`src/rtl/instr_decode_stage.sv`:
```
// Registered instruction-decode stage: captures one instruction per valid/ready
// handshake, decodes its fields, steers register numbers from nsel and counts illegal opcodes.
module instr_decode_stage #(
  parameter int         DATA_W     = 16,
  parameter logic [7:0] LEGAL_MASK = 8'b0110_0000,
  parameter int         CNT_W      = 8
) (
  input  logic              clk,
  input  logic              reset,
  input  logic [15:0]       in,
  input  logic              in_valid,
  output logic              in_ready,
  input  logic              flush,
  input  logic [2:0]        nsel,
  output logic              out_valid,
  input  logic              out_ready,
  output logic [2:0]        opcode,
  output logic [1:0]        op,
  output logic [1:0]        ALUop,
  output logic [1:0]        shift,
  output logic [2:0]        readnum,
  output logic [2:0]        writenum,
  output logic [DATA_W-1:0] sximm8,
  output logic [DATA_W-1:0] sximm5,
  output logic              illegal,
  output logic [CNT_W-1:0]  illegal_count
);

  logic [15:0]      ir_q, ir_d;
  logic             v_q, v_d;
  logic [CNT_W-1:0] cnt_q, cnt_d;
  logic             accept;
  logic             in_illegal;

  assign in_ready   = !v_q || out_ready;
  assign accept     = in_valid && in_ready;
  assign in_illegal = !LEGAL_MASK[in[15:13]];

  // Flush outranks an accept in the same cycle; the dropped word is never counted.
  always_comb begin
    ir_d  = ir_q;
    v_d   = v_q;
    cnt_d = cnt_q;
    if (flush) begin
      v_d = 1'b0;
    end else if (accept) begin
      ir_d = in;
      v_d  = 1'b1;
      if (in_illegal && (cnt_q != {CNT_W{1'b1}})) begin
        cnt_d = cnt_q + CNT_W'(1);
      end
    end else if (v_q && out_ready) begin
      v_d = 1'b0;
    end
  end

  always_ff @(posedge clk) begin
    if (reset) begin
      ir_q  <= '0;
      v_q   <= 1'b0;
      cnt_q <= '0;
    end else begin
      ir_q  <= ir_d;
      v_q   <= v_d;
      cnt_q <= cnt_d;
    end
  end

  assign out_valid     = v_q;
  assign illegal_count = cnt_q;

  assign opcode  = ir_q[15:13];
  assign op      = ir_q[12:11];
  assign ALUop   = ir_q[12:11];
  assign shift   = ir_q[4:3];
  assign illegal = !LEGAL_MASK[ir_q[15:13]];
  assign sximm8  = {{(DATA_W-8){ir_q[7]}}, ir_q[7:0]};
  assign sximm5  = {{(DATA_W-5){ir_q[4]}}, ir_q[4:0]};

  // Non-one-hot selects read as register 0.
  always_comb begin
    readnum = 3'b000;
    case (nsel)
      3'b100:  readnum = ir_q[10:8];
      3'b010:  readnum = ir_q[7:5];
      3'b001:  readnum = ir_q[2:0];
      default: readnum = 3'b000;
    endcase
  end

  assign writenum = readnum;

endmodule

```
`config.mk`:
```
export PLATFORM = sky130hd
export DESIGN_NAME = instr_decode_stage
export DESIGN_NICKNAME = d
export VERILOG_FILES = /design/src/rtl/instr_decode_stage.sv
export SDC_FILE = /design/constraint.sdc
export NUM_CORES = 1
export LEC_CHECK = 0
export BUFFER_PORTS_ARGS = -buffer_cell sky130_fd_sc_hd__buf_2
export CORE_MARGIN = 8
export CORE_UTILIZATION = 45
export DETAILED_ROUTE_END_ITERATION = 10
export GPL_TIMING_DRIVEN = 1
export PLACE_DENSITY = 0.83
export SLEW_MARGIN = 10
export SYNTH_ARGS = -nofsm -noshare
export SYNTH_HDL_FRONTEND = slang
export SYNTH_SLANG_ARGS = --single-unit
```
`constraint.sdc`:
```
create_clock -name clk -period 3.03 [get_ports clk]
set_input_delay 0.606 -clock clk [delete_from_list [all_inputs] [get_ports clk]]
set_output_delay 0.606 -clock clk [all_outputs]
set_load 0.03 [all_outputs]
```
# After elaboration in Yosys (flattened, before gate mapping)
# Memories as Yosys holds them, arrays and structs flattened. A register that Yosys moved wholly into a read port is not among the register bits.
# Index checks and enable logic that the tools add are counted.
dict set report word_totals {
  reg_bits 25
  rom_bits 16
  in_bits 24
  n_memories 2
}
dict set report op_classes {
  add_sub_neg 1
  n_lt_le_gt_ge 2
  eq_ne 4
  mux 7
  n_bitwise 1
  n_reduce_logical 11
}
# memory depth word_bits rd rd_ports_with_merged_regs write_ports line
set mem_list {}
lappend mem_list {{(name not given)} 8 1 1 1 0 76} ;# assign illegal = !LEGAL_MASK[ir_q[15:13]];
lappend mem_list {{(name not given)} 8 1 1 0 0 37} ;# assign in_illegal = !LEGAL_MASK[in[15:13]];
# operator n
set ops {}
lappend ops {{one-hot mux 3 bit (3 select lines)} 1}
lappend ops {{adder 8 x 1 -> 8 bit, second input constant} 1}
lappend ops {{< comparator 3 x 4 -> 1 bit, second input constant} 2}
lappend ops {{inequality test 8 bit, second input constant} 1}
lappend ops {{two-way mux 3 bit} 2}
lappend ops {{two-way mux 1 bit} 4}
lappend ops {{== test 3 x 1 -> 1 bit, second input constant} 1}
lappend ops {{== test 3 x 2 -> 1 bit, second input constant} 1}
lappend ops {{== test 3 bit, second input constant} 1}
lappend ops {{logical AND 1 bit} 3}
lappend ops {{logical NOT 1 bit} 3}
lappend ops {{AND reduction 3 bit} 1}
lappend ops {{AND reduction 2 bit} 1}
lappend ops {{nonzero test 2 bit} 1}
lappend ops {{OR reduction 2 bit} 1}
lappend ops {{logical OR 1 bit} 1}
lappend ops {{inverter 1 bit} 1}

# Longest topological paths before layout
# Gate-level depths: netlist of the first run.
dict set report depth {
  depth_word 6
  depth_mapped 6
}

# Worst setup path before layout of the first run
# No wires, ideal clock.
dict set report synth_path {
  path_kind {input port to output port}
  start {input nsel[0]}
  end {output writenum[0]}
  arrival_ns 1.926
  t_required_ns 2.424
  path_slack_ns 0.498
  path_stages 4
  cell_sequence {nor2b_1 -> a22oi_1 -> o21ai_0 -> buf_4}
}
dict set report synth_between {
  elab_chain_len 2
  elab_cells_between_ends 4
  cone_classes {eq/ne: 3; mux: 1}
}
# element line
set synth_rtl {}
lappend synth_rtl {{start: declaration} 14} ;# input logic [2:0] nsel,
lappend synth_rtl {{== test 3 x 1 -> 1 bit (tied with other cells)} 83} ;# case (nsel)
lappend synth_rtl {{one-hot mux 3 bit (3 select lines) *} 83}
lappend synth_rtl {{end: declaration} 22} ;# output logic [2:0] writenum,
# Every way passes the cells marked *; elsewhere a longest branch is shown, timed or not.

# Worst setup path after layout of the first run
dict set report layout_path {
  start {input nsel[0]}
  end {output readnum[0]}
}
dict set report layout_between {
  elab_chain_len 2
  elab_cells_between_ends 4
  cone_classes {eq/ne: 3; mux: 1}
}
# element line
set layout_rtl {}
lappend layout_rtl {{== test 3 x 1 -> 1 bit (tied with other cells)} 83}
lappend layout_rtl {{one-hot mux 3 bit (3 select lines) *} 83}
lappend layout_rtl {{end: declaration} 21} ;# output logic [2:0] readnum,
# Marked as above.

==> results of run 1 <==
==> routing by layer <==
layer,global-route usage [%],up-vias,wire length [um]
li1,-,645,-
met1,12.7,567,1360
met2,20.0,51,1640
met3,4.50,2,372
met4,6.00,0,22
met5,0,-,0
==> layout make-up <==
cell class	count	share of cell area [%]
multi-input combinational	103	35.7
sequential	26	32.3
timing repair buffer	81	25.2
tap	46	3.57
clock buffer	4	2.25
inverter	4	0.932
==> worst max-delay path: stages <==
cell and delay [ns]:
sky130_fd_sc_hd__buf_2 0.10, sky130_fd_sc_hd__nor2b_1 0.21, sky130_fd_sc_hd__a22oi_1 0.11, sky130_fd_sc_hd__o21ai_0 0.19
sky130_fd_sc_hd__buf_2 0.24
==> kinds of logic (layout without fill, tap and decap cells) <==
family                     count (synthesis)  after routing
muxes                                      3              3
AOI/OAI and AO/OA                         36             36
adders and majority gates                  1              1
buffers and inverters                     55             89
and+or+nand+nor                           61             61
xor gates and xnor gates                   2              2
DFF                                       26             26
==> power groups by stage <==
| stage | clock [mW] | combinational, mW | sequential (mW) |
|---|---|---|---|
| after global routing | 0.196 | 0.164 | 0.368 |
| after global placement | 0 | 0.154 | 0.372 |
| after CTS | 0.187 | 0.155 | 0.366 |
| after detailed placement | 0 | 0.155 | 0.373 |
| after floorplan | 0 | 0.135 | 0.375 |
| final | 0.178 | 0.153 | 0.365 |
==> cell usage in the layout, fill, tap and decap left out <==
cell type	instances
sky130_fd_sc_hd__buf_2	81
sky130_fd_sc_hd__nand2_1	35
sky130_fd_sc_hd__dfxtp_1	26
sky130_fd_sc_hd__a21oi_1	19
sky130_fd_sc_hd__nor2_1	6
sky130_fd_sc_hd__nand2b_1	5
sky130_fd_sc_hd__inv_1	4
sky130_fd_sc_hd__nand3_1	4
sky130_fd_sc_hd__or4_1	4
sky130_fd_sc_hd__nor2b_1	3
sky130_fd_sc_hd__a22oi_1	3
sky130_fd_sc_hd__o21ai_0	3
sky130_fd_sc_hd__o31ai_1	3
sky130_fd_sc_hd__clkbuf_4	3
sky130_fd_sc_hd__mux2i_1	2
sky130_fd_sc_hd__nor3b_1	1
sky130_fd_sc_hd__and3_1	1
sky130_fd_sc_hd__xnor2_2	1
sky130_fd_sc_hd__xor2_1	1
sky130_fd_sc_hd__a2111oi_0	1
sky130_fd_sc_hd__o2111ai_2	1
sky130_fd_sc_hd__o41ai_1	1
sky130_fd_sc_hd__nand4_1	1
sky130_fd_sc_hd__o2111ai_1	1
sky130_fd_sc_hd__mux2_2	1
sky130_fd_sc_hd__a31oi_1	1
sky130_fd_sc_hd__a311oi_1	1
sky130_fd_sc_hd__a211oi_1	1
sky130_fd_sc_hd__nor4_1	1
sky130_fd_sc_hd__o21bai_1	1
sky130_fd_sc_hd__ha_1	1
sky130_fd_sc_hd__clkbuf_8	1
==> how the worst max path moves through the flow <==
stage                       end  slack (ns)      start  cells past startpoint
floorplan           writenum[0]        0.50    nsel[0]                      4
global placement       register        0.94  out_ready                      5
detailed placement     register        0.84  out_ready                      5
CTS                  readnum[0]        0.97    nsel[0]                      5
global route         readnum[2]        0.83    nsel[0]                      5
finish               readnum[0]        0.97    nsel[0]                      5
==> through the flow <==
| step | instances | hold slack [ns] | instance area, um^2 | setup WS [ns] |
|---|---|---|---|---|
| 2_1_floorplan | 184 | 0.436 | 1480 | 0.498 |
| 3_3_place_gp | 260 | 0.443 | 1570 | 0.938 |
| 3_5_place_dp | 260 | 0.454 | 1570 | 0.845 |
| 4_1_cts | 264 | 0.419 | 1610 | 0.967 |
| 5_1_grt | 264 | 0.426 | 1610 | 0.831 |
| 6_report | 264 | 0.435 | 1610 | 0.969 |
==> state kept, by name (all words and copies together) (netlist names), named ones only <==
signal and cells:
illegal_count 8, out_valid 1, ir_q 16
==> flow_summary.html, run 1 <==
<table>
<tr><th>Metric</th><th>Value</th></tr>
<tr><th colspan="2">Worst setup path</th></tr>
<tr><td>Critical register-to-register path startpoint</td><td>out_valid</td></tr>
<tr><td>Endpoint arrival time on the critical path</td><td>approximately 1.5 ns</td></tr>
<tr><td>Depth of the worst register-to-register path</td><td>4</td></tr>
<tr><td>Category of the worst setup path launch point</td><td>primary input</td></tr>
<tr><td>WP data required</td><td>2.42 ns</td></tr>
<tr><td>Critical path endpoint category</td><td>output pin</td></tr>
<tr><td>Setup CP Type</td><td>primary input to output pin</td></tr>
<tr><td>Setup slack of the most critical reg-to-reg path</td><td>1.27 ns</td></tr>
<tr><td>Crit-path max FO</td><td>3</td></tr>
<tr><th colspan="2">Final layout</th></tr>
<tr><td>Final Core Density</td><td>about half</td></tr>
<tr><td>Multi-input gate area in the final layout</td><td>approximately 580 um^2</td></tr>
<tr><td>Number of nets in the layout</td><td>244</td></tr>
<tr><td>Layout overhead on the synthesized area</td><td>9.07%</td></tr>
<tr><td>Count of antenna diodes in the layout</td><td>0</td></tr>
<tr><td>Area occupied by registers</td><td>520 um^2</td></tr>
<tr><td>Fill count</td><td>approximately 330</td></tr>
<tr><td>Layout cell share with drive strength beyond 1</td><td>around 40%</td></tr>
<tr><th colspan="2">STA</th></tr>
<tr><td>Relative slew margins</td><td>between 50% and 60%</td></tr>
<tr><td>Final worst path period need</td><td>2.06 ns</td></tr>
<tr><td>F_max</td><td>a little under 0.5 GHz</td></tr>
<tr><td>Setup TNS</td><td>0 ns</td></tr>
<tr><td>Clock skew after layout</td><td>around 0.0023 ns</td></tr>
<tr><td>Total setup violations reported at the end of the flow</td><td>0</td></tr>
<tr><td>Final period util</td><td>68.0%</td></tr>
<tr><td>Number of slew-limit violations in the final report</td><td>0</td></tr>
<tr><td>Setup repair after global routing missed its margin</td><td>false</td></tr>
<tr><td>Slew @ Worst Pin</td><td>between 0.6 and 0.7 ns</td></tr>
<tr><td>Hold Fails Final Rpt</td><td>0</td></tr>
<tr><th colspan="2">Die</th></tr>
<tr><td>Die height</td><td>73.3 um</td></tr>
<tr><td>Core region area</td><td>between 3000 and 4000 um^2</td></tr>
<tr><td>IO Pins</td><td>just over 80</td></tr>
<tr><td>Floorplan die area</td><td>approximately 5400 um^2</td></tr>
<tr><td>Horizontal die dimension</td><td>~73 um</td></tr>
<tr><td>Initial core utilization</td><td>~46%</td></tr>
<tr><td>Site Rows</td><td>21</td></tr>
<tr><th colspan="2">Synthesis</th></tr>
<tr><td>Netlist Area Pre-Place</td><td>roughly 1500 um^2</td></tr>
<tr><td>Combinational family with the most area after synthesis</td><td>buffers and inverters</td></tr>
<tr><td>Xor-xnor portion of the synthesized cell area</td><td>between 1.5 and 2%</td></tr>
<tr><td>Nets in the synthesized netlist</td><td>between 200 and 250</td></tr>
<tr><td>Synth Instances</td><td>184</td></tr>
<tr><td>Yosys top cell area share</td><td>a little over a third</td></tr>
<tr><td>Cell types with the highest counts after synthesis</td><td>sky130_fd_sc_hd__buf_4, sky130_fd_sc_hd__nand2_1, sky130_fd_sc_hd__dfxtp_1</td></tr>
<tr><td>Mean area per synthesized cell</td><td>8.02 um^2</td></tr>
<tr><td>Post-synth top flop</td><td>sky130_fd_sc_hd__dfxtp_1</td></tr>
<tr><td>Number of warnings reported in the yosys synthesis log</td><td>0</td></tr>
<tr><td>Number of flip-flops and latches in the synthesized netlist</td><td>26</td></tr>
<tr><td>Synth Area in Compound Gates</td><td>15.3%</td></tr>
<tr><td>Cell variety after synth</td><td>34</td></tr>
<tr><td>Simple-gate share of the synthesized area</td><td>19.0%</td></tr>
<tr><td>Multiplexer share of the synthesized area</td><td>roughly 2.1%</td></tr>
<tr><td>Leading cell types by total area after synthesis</td><td>sky130_fd_sc_hd__dfxtp_1, sky130_fd_sc_hd__buf_4, sky130_fd_sc_hd__nand2_1</td></tr>
<tr><td>EDFF count, synth</td><td>0</td></tr>
<tr><td>Sequential element share of the synthesized area</td><td>between 30% and 40%</td></tr>
<tr><td>Post-synth ARST share</td><td>0%</td></tr>
<tr><td>Post-synthesis share of cell area spent on full adders, half adders and majority gates</td><td>less than 1%</td></tr>
<tr><td>Cell accounting for the most synthesized area</td><td>sky130_fd_sc_hd__dfxtp_1</td></tr>
<tr><td>Leading cell type by number of instances after synthesis</td><td>sky130_fd_sc_hd__buf_4</td></tr>
<tr><th colspan="2">Clocking</th></tr>
<tr><td>CTS max path bufs</td><td>2</td></tr>
<tr><td>H-tree depth reported by CTS</td><td>1</td></tr>
<tr><td>Quantity of hold-fixing buffers added after cts</td><td>0</td></tr>
<tr><td>CTS Buf Count</td><td>3</td></tr>
<tr><td># resized after CTS</td><td>0</td></tr>
<tr><td>Clock tree from TritonCTS</td><td>done</td></tr>
<tr><td>Clock-pin slew reported for the worst setup and hold paths after clock tree synthesis</td><td>about 0.14 ns</td></tr>
<tr><td>Clock insertion delay at the later pin of the skew report</td><td>approximately 0.32 ns</td></tr>
<tr><td>Clock tree root buffer cell</td><td>sky130_fd_sc_hd__clkbuf_4</td></tr>
<tr><td># clock sinks</td><td>26</td></tr>
<tr><td>Number of setup buffers added after CTS</td><td>0</td></tr>
<tr><th colspan="2">Drt</th></tr>
<tr><td>Number of vias in the routed layout</td><td>between 1k and 1.5k</td></tr>
<tr><td>Violation count after the first detailed-route iteration</td><td>43</td></tr>
<tr><td>Total iterations of the first detailed-routing run</td><td>4</td></tr>
<tr><td>Avg WL per Cell</td><td>12.8 um</td></tr>
<tr><td>Via count normalized by instance count</td><td>around 4.8</td></tr>
<tr><td>Overall routed net length</td><td>3390 um</td></tr>
<tr><td>Number of design rule violations left after detail routing</td><td>0</td></tr>
<tr><td>Number of nets still failing antenna checks after routing</td><td>0</td></tr>
<tr><th colspan="2">GRT</th></tr>
<tr><td>Number of global-route vias before repair</td><td>~1.2k</td></tr>
<tr><td>Global route total overflow</td><td>0</td></tr>
<tr><td>GRT Resource Usage Total</td><td>about an eighth</td></tr>
<tr><td>Global-route wire length before repair</td><td>a little over 5000 um</td></tr>
<tr><td>Maximum number of pins on one net before global-route repair</td><td>30</td></tr>
<tr><td>Initial antenna violation count</td><td>0</td></tr>
<tr><th colspan="2">Hold path</th></tr>
<tr><td>HP Start</td><td>flush</td></tr>
<tr><td>Type of the worst min-delay path</td><td>primary input to register</td></tr>
<tr><td>End of the worst hold path</td><td>out_valid</td></tr>
<tr><td>Cell depth of the worst min-delay path</td><td>2</td></tr>
<tr><th colspan="2">Pwr</th></tr>
<tr><td>Cell area power density</td><td>roughly 430 nW/um^2</td></tr>
<tr><td>P_leak</td><td>about 0.79 nW</td></tr>
<tr><td>Internal power</td><td>between 400 and 500 uW</td></tr>
<tr><td>Sequential cell fraction of total power</td><td>between 50% and 60%</td></tr>
<tr><td>Switching power summed over all nets</td><td>222 uW</td></tr>
<tr><td>Fraction of power consumed by the clock network</td><td>25.5%</td></tr>
<tr><td>Largest vdd supply drop</td><td>0.208 mV</td></tr>
<tr><td>Switching share of power</td><td>31.9%</td></tr>
<tr><td>Part of the total power dissipated in combinational logic</td><td>a little over a fifth</td></tr>
<tr><td>Power consumption</td><td>between 600 and 700 uW</td></tr>
<tr><th colspan="2">Run status</th></tr>
<tr><td>Run status</td><td>complete, no violations</td></tr>
<tr><th colspan="2">Flow run</th></tr>
<tr><td># Max-Cap Violations</td><td>0</td></tr>
<tr><th colspan="2">Placement</th></tr>
<tr><td>Detailed placer's ending HPWL</td><td>2660 um</td></tr>
<tr><td>PortBufs</td><td>81</td></tr>
<tr><td>Gpl congestion</td><td>between 0.7 and 0.8</td></tr>
</table>
Power figures use the tool's default switching activity.
==> run 2: changes to the inputs <==
ABC_AREA = 1   (was default)
CORE_UTILIZATION = 41   (was 45)
PLACE_DENSITY = 0.78   (was 0.83)
clock period = 1.8 ns   (was 3.03 ns; I/O delays follow)
==> flow_summary.html, run 2 <==
<table>
<tr><th>Metric</th><th>Value</th></tr>
<tr><th colspan="2">Run status</th></tr>
<tr><td>Run status</td><td>complete, no violations</td></tr>
<tr><th colspan="2">Worst setup path</th></tr>
<tr><td>Depth of the worst register-to-register path</td><td>8</td></tr>
<tr><td>Category of the worst setup path launch point</td><td>primary input</td></tr>
<tr><td>WP data required</td><td>about 1.4 ns</td></tr>
<tr><td>Setup slack of the most critical reg-to-reg path</td><td>0.48 ns</td></tr>
<tr><td>R2r endpoint</td><td>illegal_count[5]</td></tr>
<tr><td>Critical path endpoint category</td><td>output pin</td></tr>
<tr><td>Endpoint arrival time on the critical path</td><td>1.19 ns</td></tr>
<tr><td>End point of the critical path</td><td>readnum[1]</td></tr>
<tr><td>Critical register-to-register path startpoint</td><td>illegal_count[0]</td></tr>
<tr><td>Worst setup path start</td><td>nsel[1]</td></tr>
<tr><td>Setup CP Type</td><td>primary input to output pin</td></tr>
<tr><td>Crit-path max FO</td><td>3</td></tr>
<tr><th colspan="2">Synthesis</th></tr>
<tr><td>Cell accounting for the most synthesized area</td><td>sky130_fd_sc_hd__dfxtp_1</td></tr>
<tr><td>Synth Area in Compound Gates</td><td>approximately 8.1%</td></tr>
<tr><td>Xor-xnor portion of the synthesized cell area</td><td>0.538%</td></tr>
<tr><td>Number of warnings reported in the yosys synthesis log</td><td>0</td></tr>
<tr><td>Multiplexer share of the synthesized area</td><td>0%</td></tr>
<tr><td>Post-synthesis share of cell area spent on full adders, half adders and majority gates</td><td>less than 1%</td></tr>
<tr><td>Nets in the synthesized netlist</td><td>approximately 250</td></tr>
<tr><td>Leading cell type by number of instances after synthesis</td><td>sky130_fd_sc_hd__buf_4</td></tr>
<tr><td>Mean area per synthesized cell</td><td>around 7.1 um^2</td></tr>
<tr><td>Combinational family with the most area after synthesis</td><td>simple AND/OR/NAND/NOR gates</td></tr>
<tr><td>Yosys top cell area share</td><td>between 30% and 40%</td></tr>
<tr><td>Simple-gate share of the synthesized area</td><td>33.1%</td></tr>
<tr><td>Cell variety after synth</td><td>25</td></tr>
<tr><td>Sequential element share of the synthesized area</td><td>a little under a third</td></tr>
<tr><td>Cell types with the highest counts after synthesis</td><td>sky130_fd_sc_hd__buf_4, sky130_fd_sc_hd__nor2_1, sky130_fd_sc_hd__nand2_1</td></tr>
<tr><td>Netlist Area Pre-Place</td><td>about 1600 um^2</td></tr>
<tr><td>Post-synth ARST share</td><td>0%</td></tr>
<tr><td>Synth Instances</td><td>about 230</td></tr>
<tr><td>EDFF count, synth</td><td>0</td></tr>
<tr><td>Number of flip-flops and latches in the synthesized netlist</td><td>26</td></tr>
<tr><td>Leading cell types by total area after synthesis</td><td>sky130_fd_sc_hd__dfxtp_1, sky130_fd_sc_hd__buf_4, sky130_fd_sc_hd__nor2_1</td></tr>
<tr><td>Post-synth top flop</td><td>sky130_fd_sc_hd__dfxtp_1</td></tr>
<tr><th colspan="2">Pwr</th></tr>
<tr><td>Fraction of power consumed by the clock network</td><td>between 20% and 30%</td></tr>
<tr><td>Switching power summed over all nets</td><td>roughly 480 uW</td></tr>
<tr><td>Sequential cell fraction of total power</td><td>roughly 46%</td></tr>
<tr><td>Power consumption</td><td>approximately 1.4 mW</td></tr>
<tr><td>Part of the total power dissipated in combinational logic</td><td>26.9%</td></tr>
<tr><td>Largest vdd supply drop</td><td>0.278 mV</td></tr>
<tr><td>P_leak</td><td>~0.95 nW</td></tr>
<tr><td>Switching share of power</td><td>about a third</td></tr>
<tr><td>Internal power</td><td>approximately 910 uW</td></tr>
<tr><td>Cell area power density</td><td>~770 nW/um^2</td></tr>
<tr><th colspan="2">GRT</th></tr>
<tr><td>GRT Resource Usage Total</td><td>a little under an eighth</td></tr>
<tr><td>Global route total overflow</td><td>0</td></tr>
<tr><td>Maximum number of pins on one net before global-route repair</td><td>18</td></tr>
<tr><td>Number of global-route vias before repair</td><td>roughly 1.4k</td></tr>
<tr><td>Global-route wire length before repair</td><td>6010 um</td></tr>
<tr><td>Initial antenna violation count</td><td>0</td></tr>
<tr><th colspan="2">Final layout</th></tr>
<tr><td>Layout overhead on the synthesized area</td><td>10.9%</td></tr>
<tr><td>Number of nets in the layout</td><td>roughly 300</td></tr>
<tr><td>Count of antenna diodes in the layout</td><td>0</td></tr>
<tr><td>Register with the most flip-flops</td><td>ir_q</td></tr>
<tr><td>Final cell area excluding filler cells</td><td>around 1800 um^2</td></tr>
<tr><td>Layout cell share with drive strength beyond 1</td><td>between 40 and 50%</td></tr>
<tr><td>Top library cells by usage in the layout, fill and taps aside</td><td>sky130_fd_sc_hd__buf_2, sky130_fd_sc_hd__nor2_1, sky130_fd_sc_hd__nand2_1</td></tr>
<tr><td>Max FFs per register</td><td>16</td></tr>
<tr><td>Fill count</td><td>between 400 and 500</td></tr>
<tr><td>Cell Count, Final, Fillers Out</td><td>approximately 320</td></tr>
<tr><td>Most common library cell in the layout ignoring fill and taps</td><td>sky130_fd_sc_hd__buf_2</td></tr>
<tr><td>Final Core Density</td><td>46.1%</td></tr>
<tr><th colspan="2">Drt</th></tr>
<tr><td>Avg WL per Cell</td><td>approximately 12 um</td></tr>
<tr><td>Overall routed net length</td><td>about 3700 um</td></tr>
<tr><td>Via count normalized by instance count</td><td>4.44</td></tr>
<tr><td>Violation count after the first detailed-route iteration</td><td>42</td></tr>
<tr><td>Number of nets still failing antenna checks after routing</td><td>0</td></tr>
<tr><td>Number of vias in the routed layout</td><td>1402</td></tr>
<tr><td>Total iterations of the first detailed-routing run</td><td>4</td></tr>
<tr><td>Number of design rule violations left after detail routing</td><td>0</td></tr>
<tr><th colspan="2">Placement</th></tr>
<tr><td>Detailed placer's ending HPWL</td><td>2960 um</td></tr>
<tr><td>Worst-case setup slack after placement</td><td>roughly 0.25 ns</td></tr>
<tr><td>Post-Place Cell Area</td><td>between 1500 and 2000 um^2</td></tr>
<tr><td>PortBufs</td><td>81</td></tr>
<tr><td>Post-placement cell count</td><td>~310</td></tr>
<tr><td>Gpl congestion</td><td>0.801</td></tr>
<tr><th colspan="2">STA</th></tr>
<tr><td>Setup TNS</td><td>0 ns</td></tr>
<tr><td>Final worst path period need</td><td>about 1.6 ns</td></tr>
<tr><td>Total setup violations reported at the end of the flow</td><td>0</td></tr>
<tr><td>Relative slew margins</td><td>76.0%</td></tr>
<tr><td>Final period util</td><td>a little under nine tenths</td></tr>
<tr><td>Hold Fails Final Rpt</td><td>0</td></tr>
<tr><td>Number of slew-limit violations in the final report</td><td>0</td></tr>
<tr><td>Setup repair after global routing missed its margin</td><td>false</td></tr>
<tr><td>Minimum hold slack</td><td>a little over 0.3 ns</td></tr>
<tr><td>Clock skew after layout</td><td>~0.0020 ns</td></tr>
<tr><td>F_max</td><td>approximately 0.64 GHz</td></tr>
<tr><td>Slew @ Worst Pin</td><td>0.357 ns</td></tr>
<tr><td>Worst Slack Setup Final</td><td>~0.25 ns</td></tr>
<tr><th colspan="2">Clocking</th></tr>
<tr><td>Clock tree from TritonCTS</td><td>done</td></tr>
<tr><td>Quantity of hold-fixing buffers added after cts</td><td>0</td></tr>
<tr><td>Clock insertion delay at the later pin of the skew report</td><td>around 0.27 ns</td></tr>
<tr><td>Clock tree root buffer cell</td><td>sky130_fd_sc_hd__clkbuf_8</td></tr>
<tr><td># resized after CTS</td><td>0</td></tr>
<tr><td>Number of setup buffers added after CTS</td><td>0</td></tr>
<tr><td>CTS Buf Count</td><td>3</td></tr>
<tr><td>H-tree depth reported by CTS</td><td>1</td></tr>
<tr><td>Clock-pin slew reported for the worst setup and hold paths after clock tree synthesis</td><td>roughly 0.090 ns</td></tr>
<tr><td># clock sinks</td><td>26</td></tr>
<tr><td>CTS max path bufs</td><td>2</td></tr>
<tr><th colspan="2">Die</th></tr>
<tr><td>Site Rows</td><td>23</td></tr>
<tr><td>Die height</td><td>roughly 79 um</td></tr>
<tr><td>Horizontal die dimension</td><td>a little under 80 um</td></tr>
<tr><td>Core region area</td><td>about 3900 um^2</td></tr>
<tr><td>Initial core utilization</td><td>~42%</td></tr>
<tr><td>IO Pins</td><td>slightly above 80</td></tr>
<tr><td>Floorplan die area</td><td>around 6200 um^2</td></tr>
<tr><th colspan="2">Flow run</th></tr>
<tr><td># Max-Cap Violations</td><td>0</td></tr>
<tr><th colspan="2">Hold path</th></tr>
<tr><td>Type of the worst min-delay path</td><td>primary input to register</td></tr>
</table>
-- run 2: changes by cell type after synthesis, moves of 5 or more --
| cell | previous run | this run |
|---|---|---|
| sky130_fd_sc_hd__a21oi_1 | 19 | 7 |
| sky130_fd_sc_hd__nor2_1 | 6 | 42 |
| sky130_fd_sc_hd__o21ai_0 | 3 | 13 |
| sky130_fd_sc_hd__nand2b_1 | 5 | 0 |
| sky130_fd_sc_hd__nand3_1 | 4 | 9 |
| sky130_fd_sc_hd__inv_1 | 4 | 13 |
| sky130_fd_sc_hd__nand2_2 | 0 | 5 |
| sky130_fd_sc_hd__nor2_4 | 0 | 5 |
-- run 2: layer usage --
| metal | GRT usage (%) | up-vias | routed length (um) |
|---|---|---|---|
| met5 | 0 | - | 0 |
| met4 | 3.33 | 0 | 17 |
| met3 | 2.93 | 2 | 318 |
| met2 | 20.8 | 48 | 1750 |
| met1 | 12.6 | 613 | 1570 |
| li1 | - | 739 | - |
-- run 2: logic make-up (layout without fill, tap and decap cells) --
kind of cell	after synthesis	count (layout)
compound gates	25	25
xor+xnor	1	1
fa+ha+maj	1	1
buf+inv	65	103
flops	26	26
simple gates	110	110
-- run 2: worst max-delay path, stage by stage --
cell	delay, ns
sky130_fd_sc_hd__buf_2	0.11
sky130_fd_sc_hd__nor3_1	0.34
sky130_fd_sc_hd__nand2_1	0.09
sky130_fd_sc_hd__nand3_1	0.09
sky130_fd_sc_hd__buf_2	0.20
-- run 2: power groups by stage --
| stage | sequential (mW) | combinational (mW) | clock (mW) |
|---|---|---|---|
| 3_3_place_gp | 0.643 | 0.373 | 0 |
| 6_report | 0.630 | 0.372 | 0.380 |
| 5_1_grt | 0.638 | 0.405 | 0.416 |
| 3_5_place_dp | 0.645 | 0.377 | 0 |
| 2_1_floorplan | 0.650 | 0.337 | 0 |
| 4_1_cts | 0.631 | 0.377 | 0.394 |
-- run 2: area by class of cell --
class                   count  area [um^2]  area share [%]
repair buffers             82          413            22.9
flip-flops and latches     26          520            28.8
well taps                  50         62.6            3.47
multi-input cells         137          691            38.3
inverters                  17         63.8            3.53
clock buffers               4         55.1            3.05
-- run 2: worst min-delay path by stage --
stage	from	end	slack (ns)	cells after the start
2_1_floorplan	reset	illegal_count[0]	0.43	1
3_3_place_gp	ir_q[9]	ir_q[9]	0.47	2
3_5_place_dp	ir_q[9]	ir_q[9]	0.48	2
4_1_cts	flush	out_valid	0.30	2
5_1_grt	flush	out_valid	0.31	2
6_report	flush	out_valid	0.31	2
